--- config.mk ---
export PLATFORM = sky130hd
export DESIGN_NAME = uart_rx
export DESIGN_NICKNAME = d
export VERILOG_FILES = /design/src/rtl/uart_rx_pkg.sv /design/src/rtl/rx_sync.sv /design/src/rtl/uart_rx.sv
export SDC_FILE = /design/constraint.sdc
export NUM_CORES = 1
export LEC_CHECK = 0
export CAP_MARGIN = 20
export CORE_AREA = 2 2 62 76
export CTS_CLUSTER_DIAMETER = 150
export DETAILED_ROUTE_END_ITERATION = 16
export DIE_AREA = 0 0 64 78
export PLACE_DENSITY = 0.68
export SYNTH_ARGS = -nofsm -noshare
export SYNTH_HDL_FRONTEND = slang
export SYNTH_HIERARCHICAL = 1
export SYNTH_SLANG_ARGS = --single-unit
--- constraint.sdc ---
create_clock -name clk -period 2.1 [get_ports clk]
set_clock_uncertainty 0.05 [all_clocks]
set_input_delay 0.42 -clock clk [delete_from_list [all_inputs] [get_ports clk]]
set_output_delay 0.42 -clock clk [all_outputs]
set_load 0.02 [all_outputs]
--- src/rtl/uart_rx_pkg.sv ---
// Shared UART receiver definitions: data width, parity encodings, default
// baud constant, receiver state encoding and the parity helper.
package uart_rx_pkg;

  localparam int FRAME_BITS           = 11;
  localparam int DATA_BITS            = 8;
  localparam int PARITY_EVEN          = 0;
  localparam int PARITY_ODD           = 1;
  localparam int DEFAULT_CLKS_PER_BIT = 4;

  typedef enum logic [2:0] {
    S_IDLE  = 3'd0,
    S_START = 3'd1,
    S_DATA  = 3'd2,
    S_PAR   = 3'd3,
    S_STOP  = 3'd4,
    S_BRK   = 3'd5
  } rx_state_t;

  // Parity bit the transmitter puts on the line for a given byte.
  function automatic logic parity_bit(input logic [DATA_BITS-1:0] d, input int mode);
    return (mode == PARITY_ODD) ? ~(^d) : (^d);
  endfunction

endpackage

--- src/rtl/rx_sync.sv ---
// Multi-flop synchroniser for an asynchronous level input; resets to 1 so an
// idle-high line does not look like a falling edge when reset releases.
module rx_sync #(
  parameter int STAGES = 2
) (
  input  logic clk,
  input  logic reset,
  input  logic d,
  output logic q
);

  logic [STAGES-1:0] r_sync;

  // Shift the raw input through the flop chain, oldest sample at the MSB.
  always_ff @(posedge clk or negedge reset) begin
    if (!reset) begin
      r_sync <= '1;
    end else begin
      r_sync <= {r_sync[STAGES-2:0], d};
    end
  end

  assign q = r_sync[STAGES-1];

endmodule

--- src/rtl/uart_rx.sv ---
// UART receiver: 1 start, 8 data (LSB first), 1 parity, 1 stop bit. Samples
// mid-bit using a counter aligned to the start edge and reports each byte
// with a single-cycle valid strobe plus parity/framing status.
module uart_rx
  import uart_rx_pkg::*;
#(
  parameter int CLKS_PER_BIT = DEFAULT_CLKS_PER_BIT,
  parameter int PARITY       = PARITY_EVEN,
  parameter int SYNC_STAGES  = 2
) (
  input  logic                 clk,
  input  logic                 reset,
  input  logic                 rx,
  output logic [DATA_BITS-1:0] rx_data,
  output logic                 rx_valid,
  output logic                 parity_err,
  output logic                 frame_err,
  output logic                 rx_busy
);

  localparam int CNT_W = $clog2(CLKS_PER_BIT);
  localparam logic [CNT_W-1:0] CNT_HALF = CNT_W'(CLKS_PER_BIT / 2 - 1);
  localparam logic [CNT_W-1:0] CNT_FULL = CNT_W'(CLKS_PER_BIT - 1);

  logic w_rxs;

  rx_state_t            r_state, w_state_next;
  logic [CNT_W-1:0]     r_cnt, w_cnt_next;
  logic [3:0]           r_idx, w_idx_next;
  logic [DATA_BITS-1:0] r_shift, w_shift_next;
  logic                 r_par, w_par_next;
  logic                 r_stop, w_stop_next;
  logic                 r_done, w_done_next;
  logic [DATA_BITS-1:0] r_data, w_data_next;
  logic                 r_valid, w_valid_next;
  logic                 r_perr, w_perr_next;
  logic                 r_ferr, w_ferr_next;

  rx_sync #(
    .STAGES(SYNC_STAGES)
  ) u_rx_sync (
    .clk  (clk),
    .reset(reset),
    .d    (rx),
    .q    (w_rxs)
  );

  // State, bit timing, shift register and output registers.
  always_ff @(posedge clk or negedge reset) begin
    if (!reset) begin
      r_state <= S_IDLE;
      r_cnt   <= '0;
      r_idx   <= '0;
      r_shift <= '0;
      r_par   <= 1'b0;
      r_stop  <= 1'b0;
      r_done  <= 1'b0;
      r_data  <= '0;
      r_valid <= 1'b0;
      r_perr  <= 1'b0;
      r_ferr  <= 1'b0;
    end else begin
      r_state <= w_state_next;
      r_cnt   <= w_cnt_next;
      r_idx   <= w_idx_next;
      r_shift <= w_shift_next;
      r_par   <= w_par_next;
      r_stop  <= w_stop_next;
      r_done  <= w_done_next;
      r_data  <= w_data_next;
      r_valid <= w_valid_next;
      r_perr  <= w_perr_next;
      r_ferr  <= w_ferr_next;
    end
  end

  // Next-state and datapath decisions; every sample is taken when cnt hits 0.
  always_comb begin
    w_state_next = r_state;
    w_cnt_next   = r_cnt;
    w_idx_next   = r_idx;
    w_shift_next = r_shift;
    w_par_next   = r_par;
    w_stop_next  = r_stop;
    w_done_next  = r_done;
    w_data_next  = r_data;
    w_valid_next = 1'b0;
    w_perr_next  = r_perr;
    w_ferr_next  = r_ferr;

    case (r_state)
      S_IDLE: begin
        // Half-bit wait puts the start sample in the middle of the start bit.
        if (!w_rxs) begin
          w_cnt_next   = CNT_HALF;
          w_state_next = S_START;
        end
      end

      S_START: begin
        if (r_cnt != '0) begin
          w_cnt_next = r_cnt - 1'b1;
        end else if (w_rxs) begin
          w_state_next = S_IDLE;   // line went back high: treat as a glitch
        end else begin
          w_cnt_next   = CNT_FULL;
          w_idx_next   = 4'd0;
          w_state_next = S_DATA;
        end
      end

      S_DATA: begin
        if (r_cnt != '0) begin
          w_cnt_next = r_cnt - 1'b1;
        end else begin
          w_shift_next[r_idx[2:0]] = w_rxs;
          w_cnt_next               = CNT_FULL;
          w_idx_next               = r_idx + 4'd1;
          if (r_idx == 4'd7) begin
            w_state_next = S_PAR;
          end
        end
      end

      S_PAR: begin
        if (r_cnt != '0) begin
          w_cnt_next = r_cnt - 1'b1;
        end else begin
          w_par_next   = w_rxs;
          w_cnt_next   = CNT_FULL;
          w_done_next  = 1'b0;
          w_state_next = S_STOP;
        end
      end

      S_STOP: begin
        // The stop sample is registered first; the frame is published on
        // the following clock, which is also when IDLE is re-entered.
        if (r_done) begin
          w_valid_next = 1'b1;
          w_data_next  = r_shift;
          w_perr_next  = (r_par != parity_bit(r_shift, PARITY));
          w_ferr_next  = ~r_stop;
          w_done_next  = 1'b0;
          w_state_next = r_stop ? S_IDLE : S_BRK;
        end else if (r_cnt != '0) begin
          w_cnt_next = r_cnt - 1'b1;
        end else begin
          w_stop_next = w_rxs;
          w_done_next = 1'b1;
        end
      end

      S_BRK: begin
        // A line held low after a bad stop bit yields one frame only.
        if (w_rxs) begin
          w_state_next = S_IDLE;
        end
      end

      default: begin
        w_state_next = S_IDLE;
      end
    endcase
  end

  assign rx_data    = r_data;
  assign rx_valid   = r_valid;
  assign parity_err = r_perr;
  assign frame_err  = r_ferr;
  assign rx_busy    = (r_state != S_IDLE);

endmodule

Word-level counts from Yosys, hierarchy flattened
Cells that the tools add are included.
Storage, ports and cells
  word-level logic and storage cells: 84
  input port bits: 3
  bits in registers: 33
  output and inout bits: 12
Cells by class
  muxes and demuxes: 30
  $add $sub $neg: 2
  reductions and logical operators: 17
  equal/unequal tests: 18
  bitwise logic cells: 3
  $lt $le $gt $ge: 2
Operators with widths (number)
  2-to-1 mux 3 bit: 8
  inequality test 2 bit (second input constant): 9
  one-hot mux 3 bit (6 select lines): 1
  2-to-1 mux 2 bit: 7
  2-to-1 mux 4 bit: 3
  bitwise mux 8 bit: 1
  one-hot mux 2 bit (4 select lines): 1
  one-hot mux 4 bit (2 select lines): 1
  AND reduction 2 bit: 4
  XOR reduction 8 bit: 1
  AND reduction 7 bit: 1
  == test 3 x 2 -> 1 bit (second input constant): 2
  == test 3 bit (second input constant): 2
  2-to-1 mux 1 bit: 6
  nonzero test 2 bit: 3
  AND reduction 5 bit: 1
  adder 4 x 1 -> 4 bit (second input constant): 1
  == test 4 x 3 -> 1 bit (second input constant): 1
  < comparator 3 x 4 -> 1 bit (second input constant): 1
  AND reduction 4 bit: 1
  nonzero test 4 bit: 1
  demux 1 bit (select 3 bit): 1
  == test 3 x 1 -> 1 bit (second input constant): 1
  greater-or-equal comparator 3 x 1 -> 1 bit (second input constant): 1
  11 further kinds: 13

Logic depth before layout (Yosys ltp)
Gate-level depths: netlist (run 1).
  depth in word-level cells: 5
  gate-level depth with buffers: 6
  gate-level depth less buffers: 6

Cells and area by module
Netlist (run 1), hierarchy kept.
Modules (own cells, without submodules)
  uart_rx: area each 1600.3 um^2, cells each 137, instances 1
  rx_sync: area each 52.6 um^2, cells each 2, instances 1

Worst setup path before layout (run 1)
No wires, ideal clock.
  path kind: flip-flop to flip-flop
  from: register r_cnt[0]
  to: register r_shift[2]
  buffers on the path: 0
  setup slack: 0.357 ns
  arrival: 1.568 ns
  setup time: 0.125 ns
  stages on the path, launching flop included: 7
  period minus slack after synthesis: 1.743 ns
  required time: 1.925 ns
  cell sequence: dfrtp_1 > inv_1 > ha_1 > and4bb_1 > nand2b_1 > nor3b_2 > mux2_2
On the way
  cells in the longest elaborated chain, start to end: 3
RTL lines
  start, declared: line uart_rx.sv:28  | logic [CNT_W-1:0] r_cnt, w_cnt_next;
  start signal, assigned: line uart_rx.sv:64  | r_cnt <= w_cnt_next;
  nonzero test 2 bit: line uart_rx.sv:113  | if (r_cnt != '0) begin
  NOT 1 bit (no source line)
  AND reduction 2 bit (no source line)
  end signal, assigned: line uart_rx.sv:66  | r_shift <= w_shift_next;
  end, declared: line uart_rx.sv:30  | logic [DATA_BITS-1:0] r_shift, w_shift_next;
No other way between the ends.
A chain may end at the register's enable or synchronous reset.

Worst setup path in the final report (run 1)
  from: register r_state[0]
  to: output rx_busy
On the way
  cells in the longest elaborated chain, start to end: 1
RTL lines
  start, declared: line uart_rx.sv:27  | rx_state_t r_state, w_state_next;
  start signal, assigned: line uart_rx.sv:63  | r_state <= w_state_next;
  nonzero test 3 bit: line uart_rx.sv:171  | assign rx_busy = (r_state != S_IDLE);
  end, declared: line uart_rx.sv:18  | output logic rx_busy
No other way between the ends.

==> results.ini, run 1 <==
[outcome]
outcome=completed

[worst_hold_path]
whs_endpoint=u_rx_sync/r_sync[1]$_DFF_PN1_
min_path_type=reg -> reg
hold_path_depth=0
hold_start=u_rx_sync/r_sync[0]$_DFF_PN1_

[cells_and_area]
drive_gt1_share_pct=24.68
mostFrequentLayoutCell=dfrtp_1
nets=162
diodes=0
n_fill_cell=376
syn_to_final_growth_pct=19.08
final_cell_mix=30 x dfrtp_1, 14 x mux2_2, 14 x clkdlybuf4s50_1, 10 x nand2_1
fin_util_pct=46.90

[clock_tree]
hold_buffers=0
clock_path_buffers=2
cts_num_sinks=33
root_buffer=clkbuf_8
insertion_delay_ps=280
cts_tree=yes
numCtsBuffers=5
htree_num_levels=2
path_clk_slew_ps=60

[worst_setup_path]
start_kind=flop
ff2ff_setup_slack_ps=330
rr_worst_depth=6
cp.arrival_ps=1570
r2r-start=r_cnt[0]$_DFFE_PN0P_
crit_required_ps=1630
r2r_end=r_shift[2]$_DFFE_PN0P_
setup.worst_path.class=reg -> out
critPathMaxFanout=10
end_kind=output pin
setup.worst_path.start=r_state[0]$_DFFE_PN0P_

[sta]
slew_headroom_pct=71.37
rsz0062_at_grt=false
clock.fmax_mhz=491.1
tns_ps=0
worst_pin_slew_ps=426.9
period_share_pct=96.97
finalCriticalPeriod_ps=2036
drv_slew=0
hold_viol=0
setup_viol_count_final=0

[floorplan]
die_height_um=78
start_util_pct=39.39
dieArea_sq_mm=0.004992
rows=26
coreArea_sq_mm=0.004197
die_w_um=64
ios=15

[power]
p_total_mw=2.447
peakVddDrop_uv=730.7
p_leak_nw=0.9009
p_per_area_mw_per_mm2=1243

[synthesis]
avgSynthCellArea_sq_um=11.89
synth_edf_count=0
synth_top_flop_cell=dfrtp_1
yosysUniqueCellTypes=45
yosysSeqAreaShare_pct=50.11
ys_ff_latch=33
syn_inst=139
yosysWarnings=6
synth_area_sq_mm=0.001653
async_reset_ff_share_pct=100.0
postSynthNetCount=144

[place]
place_congestion=0.8925
io_buffers=14
dpl.hpwl_um=2029

[drt]
drc=0
drtPass1Iterations=4
wirelength_um=2898
vias=1093
drt_iter0_markers=34
detail_route.wl_per_cell_um=13.54
viasPerCell=5.107
final_antenna_net_count=0

[global_route]
antenna_found_initial=0
grt_start_max_net_pins=34
grt_usage_pct=13.36
grt_pass1_wl_um=5223
grt_pass1_vias=1179
gr-total-overflow=0

[job]
maxCapViolCount=0

sequential cells by signal, indices dropped and copies added, names as in the netlist, 2 cells and up:
register,cells
rx_data,8
r_idx,4
r_cnt,2
r_shift,8
r_state,3
u_rx_sync/r_sync,2
critical path: stages (launching register included):
cell,delay [ps]
dfrtp_1,550
nor2_4,50
nand2_1,90
clkdlybuf4s50_1,610
metrics by stage:
| step | cells | setup slack (ps) | area, sq um | hold slack, ps |
|---|---|---|---|---|
| floorplan | 139 | 357.3 | 1653 | 74.41 |
| global placement | 205 | 312.9 | 1843 | 296.6 |
| detailed placement | 205 | 271.6 | 1843 | 301.3 |
| CTS | 214 | 53.71 | 1968 | 310.7 |
| global route | 214 | 3.120 | 1968 | 317.1 |
| finish | 214 | 63.60 | 1968 | 309.7 |
cell usage after synthesis (2+ instances only):
master	instances	share of area, %
a21oi_1	3	0.91
a31oi_1	2	0.76
buf_4	2	0.91
clkbuf_1	2	0.45
dfrtp_1	31	47
dfstp_2	2	3.2
ha_1	2	1.5
inv_1	7	1.6
mux2_1	4	2.7
mux2_2	14	9.5
mux2i_1	5	3.0
nand2_1	10	2.3
nand2b_1	3	1.1
nand3_1	2	0.61
nand3b_1	2	0.91
nor2_1	6	1.4
nor2b_1	3	1.1
nor3b_2	2	1.5
o21ai_0	7	2.1
xnor2_1	4	2.1
xor2_1	2	1.1
logic make-up after synthesis:
kind of cell | count (synthesis) | share of synthesized area [%]
AND/OR/NAND/NOR | 39 | 15.75
XOR/XNOR | 7 | 4.542
multiplexers | 23 | 15.29
flip-flops | 33 | 50.11
buffers and inverters | 14 | 4.163
adder cells (fa/ha/maj) | 2 | 1.514
AO/OA/AOI/OAI | 21 | 8.630
routing by layer:
layer	wire length, um	vias to the layer above	track usage, %
li1	-	519	-
met1	1233	542	15.31
met2	1504	26	23.13
met3	104	6	4.638
met4	55	0	4.130
met5	0	-	0
area by class of cell:
cell class,count,area (sq um),share of cell area (%)
multi-input combinational,92,755.7,38.40
clock inverter,1,30.03,1.526
tap,56,70.07,3.560
inverter,7,26.28,1.335
sequential,33,829.5,42.15
timing repair buffer,18,170.2,8.646
clock buffer,7,86.33,4.387
worst max-delay path by stage:
stage | endpoint | slack, ps | cells past startpoint
2_1_floorplan | r_shift[2]$_DFFE_PN0P_ | 360 | 6
3_3_place_gp | rx_busy | 310 | 3
3_5_place_dp | rx_busy | 270 | 3
4_1_cts | rx_busy | 50 | 3
5_1_grt | rx_busy | 3 | 3
6_report | rx_busy | 60 | 3
report_power, final:
group	switching (mW)	internal, mW	total [mW]
Combinational	0.421	0.475	0.896
Sequential	0.174	0.777	0.951
Clock	0.214	0.387	0.601
Total	0.809	1.64	2.45
timing repair:
action	CTS	global route
gates resized for setup	1	0
setup endpoints to repair	1	0
buffers inserted	1	0
Power figures use the tool's default switching activity.
==> inputs of run 2 (changes only) <==
CELL_PAD_IN_SITES_DETAIL_PLACEMENT = 1   (was not set)
CELL_PAD_IN_SITES_GLOBAL_PLACEMENT = 1   (was not set)
PLACE_DENSITY = 0.7   (was 0.68)
==> results.ini, run 2 (synthesis results as in run 1) <==
[clock_tree]
hold_buffers=0
clock_path_buffers=2
cts_setup_buffers=0
cts_tree=yes
insertion_delay_ps=290
numCtsBuffers=5
cts_num_sinks=33
root_buffer=clkbuf_8
htree_num_levels=2
path_clk_slew_ps=70
postCtsResizedCells=2

[drt]
vias=1097
final_antenna_net_count=0
drtPass1Iterations=4
detail_route.wl_per_cell_um=16.30
viasPerCell=5.150
drc=0
drt_iter0_markers=46
wirelength_um=3471

[place]
placedCellCount=205
dpl.hpwl_um=2440
post-place-ws_ps=215.3
place_congestion=0.8529
io_buffers=14

[power]
p_leak_nw=0.8945
swShare_pct=34.81
power_frac_seq_pct=38.7
power.switching_mw=0.8637
p_clk_share_pct=25.5
peakVddDrop_uv=444.5
power.internal_mw=1.618
p_per_area_mw_per_mm2=1264
p_total_mw=2.481
pwr-share-comb_pct=35.8

[sta]
slew_headroom_pct=71.32
rsz0062_at_grt=false
period_share_pct=91.74
setup_slack_ps=173.4
setup_viol_count_final=0
drv_slew=0
worst_pin_slew_ps=430.2
finalCriticalPeriod_ps=1927
tns_ps=0
clock.fmax_mhz=519.1
holdWs_ps=305.0
hold_viol=0

[floorplan]
ios=15
die_w_um=64
rows=26
dieArea_sq_mm=0.004992
die_height_um=78
start_util_pct=39.39
coreArea_sq_mm=0.004197

[worst_setup_path]
cp_top_family=flip-flops
cp.arrival_ps=1460
slowest_stage=dfrtp_1
crit_buf_inv=1
setup.worst_path.class=reg -> out
crit_required_ps=1630
start_kind=flop
critPathMaxFanout=10
ff2ff_setup_slack_ps=230
path_cells=nor2_4 -> nand2_1 -> dlygate4sd2_1
slowest_delay_ps=500
end_kind=output pin

[cells_and_area]
multi_input_area_sq_um=755.7
diodes=0
drive_gt1_share_pct=24.84
syn_to_final_growth_pct=18.77
final_cells=213
nets=161
seq_area_sq_um=829.5
n_fill_cell=466
mostFrequentLayoutCell=dfrtp_1
final_cell_mix=30 x dfrtp_1, 14 x mux2_2, 13 x clkdlybuf4s50_1, 10 x nand2_1

[global_route]
grt_start_max_net_pins=34
grt_pass1_wl_um=6030
grt_pass1_vias=1197
gr-total-overflow=0
grt_usage_pct=16.20
antenna_found_initial=0

[job]
maxCapViolCount=0

[outcome]
outcome=completed

[worst_hold_path]
min_path_type=reg -> reg

## run 2: changes by cell type in the layout (fill, tap and decap cells not counted), sizes merged
cell           before  now
buf                 4    3
clkbuf              7    6
clkdlybuf4s50      14   13
clkinvlp            0    1
dlygate4sd2         0    1
## run 2: final timing paths
check / cells after the start / end / from
max reg2reg: 6 / r_shift[2]$_DFFE_PN0P_ / r_cnt[0]$_DFFE_PN0P_
min reg2reg: 0 / u_rx_sync/r_sync[1]$_DFF_PN1_ / u_rx_sync/r_sync[0]$_DFF_PN1_
max: 3 / rx_busy / r_state[0]$_DFFE_PN0P_
min in group asynchronous: 2 / rx_valid$_DFF_PN0_ / reset
max in group asynchronous: 2 / u_rx_sync/r_sync[0]$_DFF_PN1_ / reset
min: 0 / u_rx_sync/r_sync[1]$_DFF_PN1_ / u_rx_sync/r_sync[0]$_DFF_PN1_
## run 2: cell type report
| type | instances | share of cell area [%] |
|---|---|---|
| Sequential cell | 33 | 42.26 |
| Multi-Input combinational cell | 92 | 38.50 |
| Timing Repair Buffer | 17 | 8.222 |
| Clock buffer | 6 | 4.207 |
| Tap cell | 56 | 3.569 |
| Clock inverter | 2 | 1.912 |
| Inverter | 7 | 1.338 |
## run 2: power by group through the flow
stage | clock network, mW | logic, mW | registers, mW
final | 0.632 | 0.888 | 0.961
after global routing | 0.679 | 0.986 | 0.985
after CTS | 0.647 | 0.903 | 0.963
after detailed placement | 0 | 0.905 | 0.972
after global placement | 0 | 0.862 | 0.952
after floorplan | 0 | 0.744 | 0.897
## run 2: metrics by stage
step,util [%],cell area [sq um]
floorplan,-,1653
global placement,43.92,1843
detailed placement,43.92,1843
CTS,46.78,1963
global route,46.78,1963
finish,46.78,1963
## run 2: layer usage
metal / track usage [%] / wire (um)
met3: 4.783 / 120
met2: 26.25 / 1789
met5: 0 / 0
met1: 19.00 / 1463
met4: 8.913 / 97
## run 2: worst reg2reg max path, stage by stage (launching register included)
cell and delay, ps:
dfrtp_1 360, inv_1 100, ha_1 190, and4bb_1 290
nand2b_1 170, nor3b_2 240, mux2_2 350
==> inputs of run 3 (changes only) <==
CTS_CLUSTER_DIAMETER = 200   (was 150)
==> results of run 3 <==
The final DEF is identical to that of run 2; final timing and power are the same.
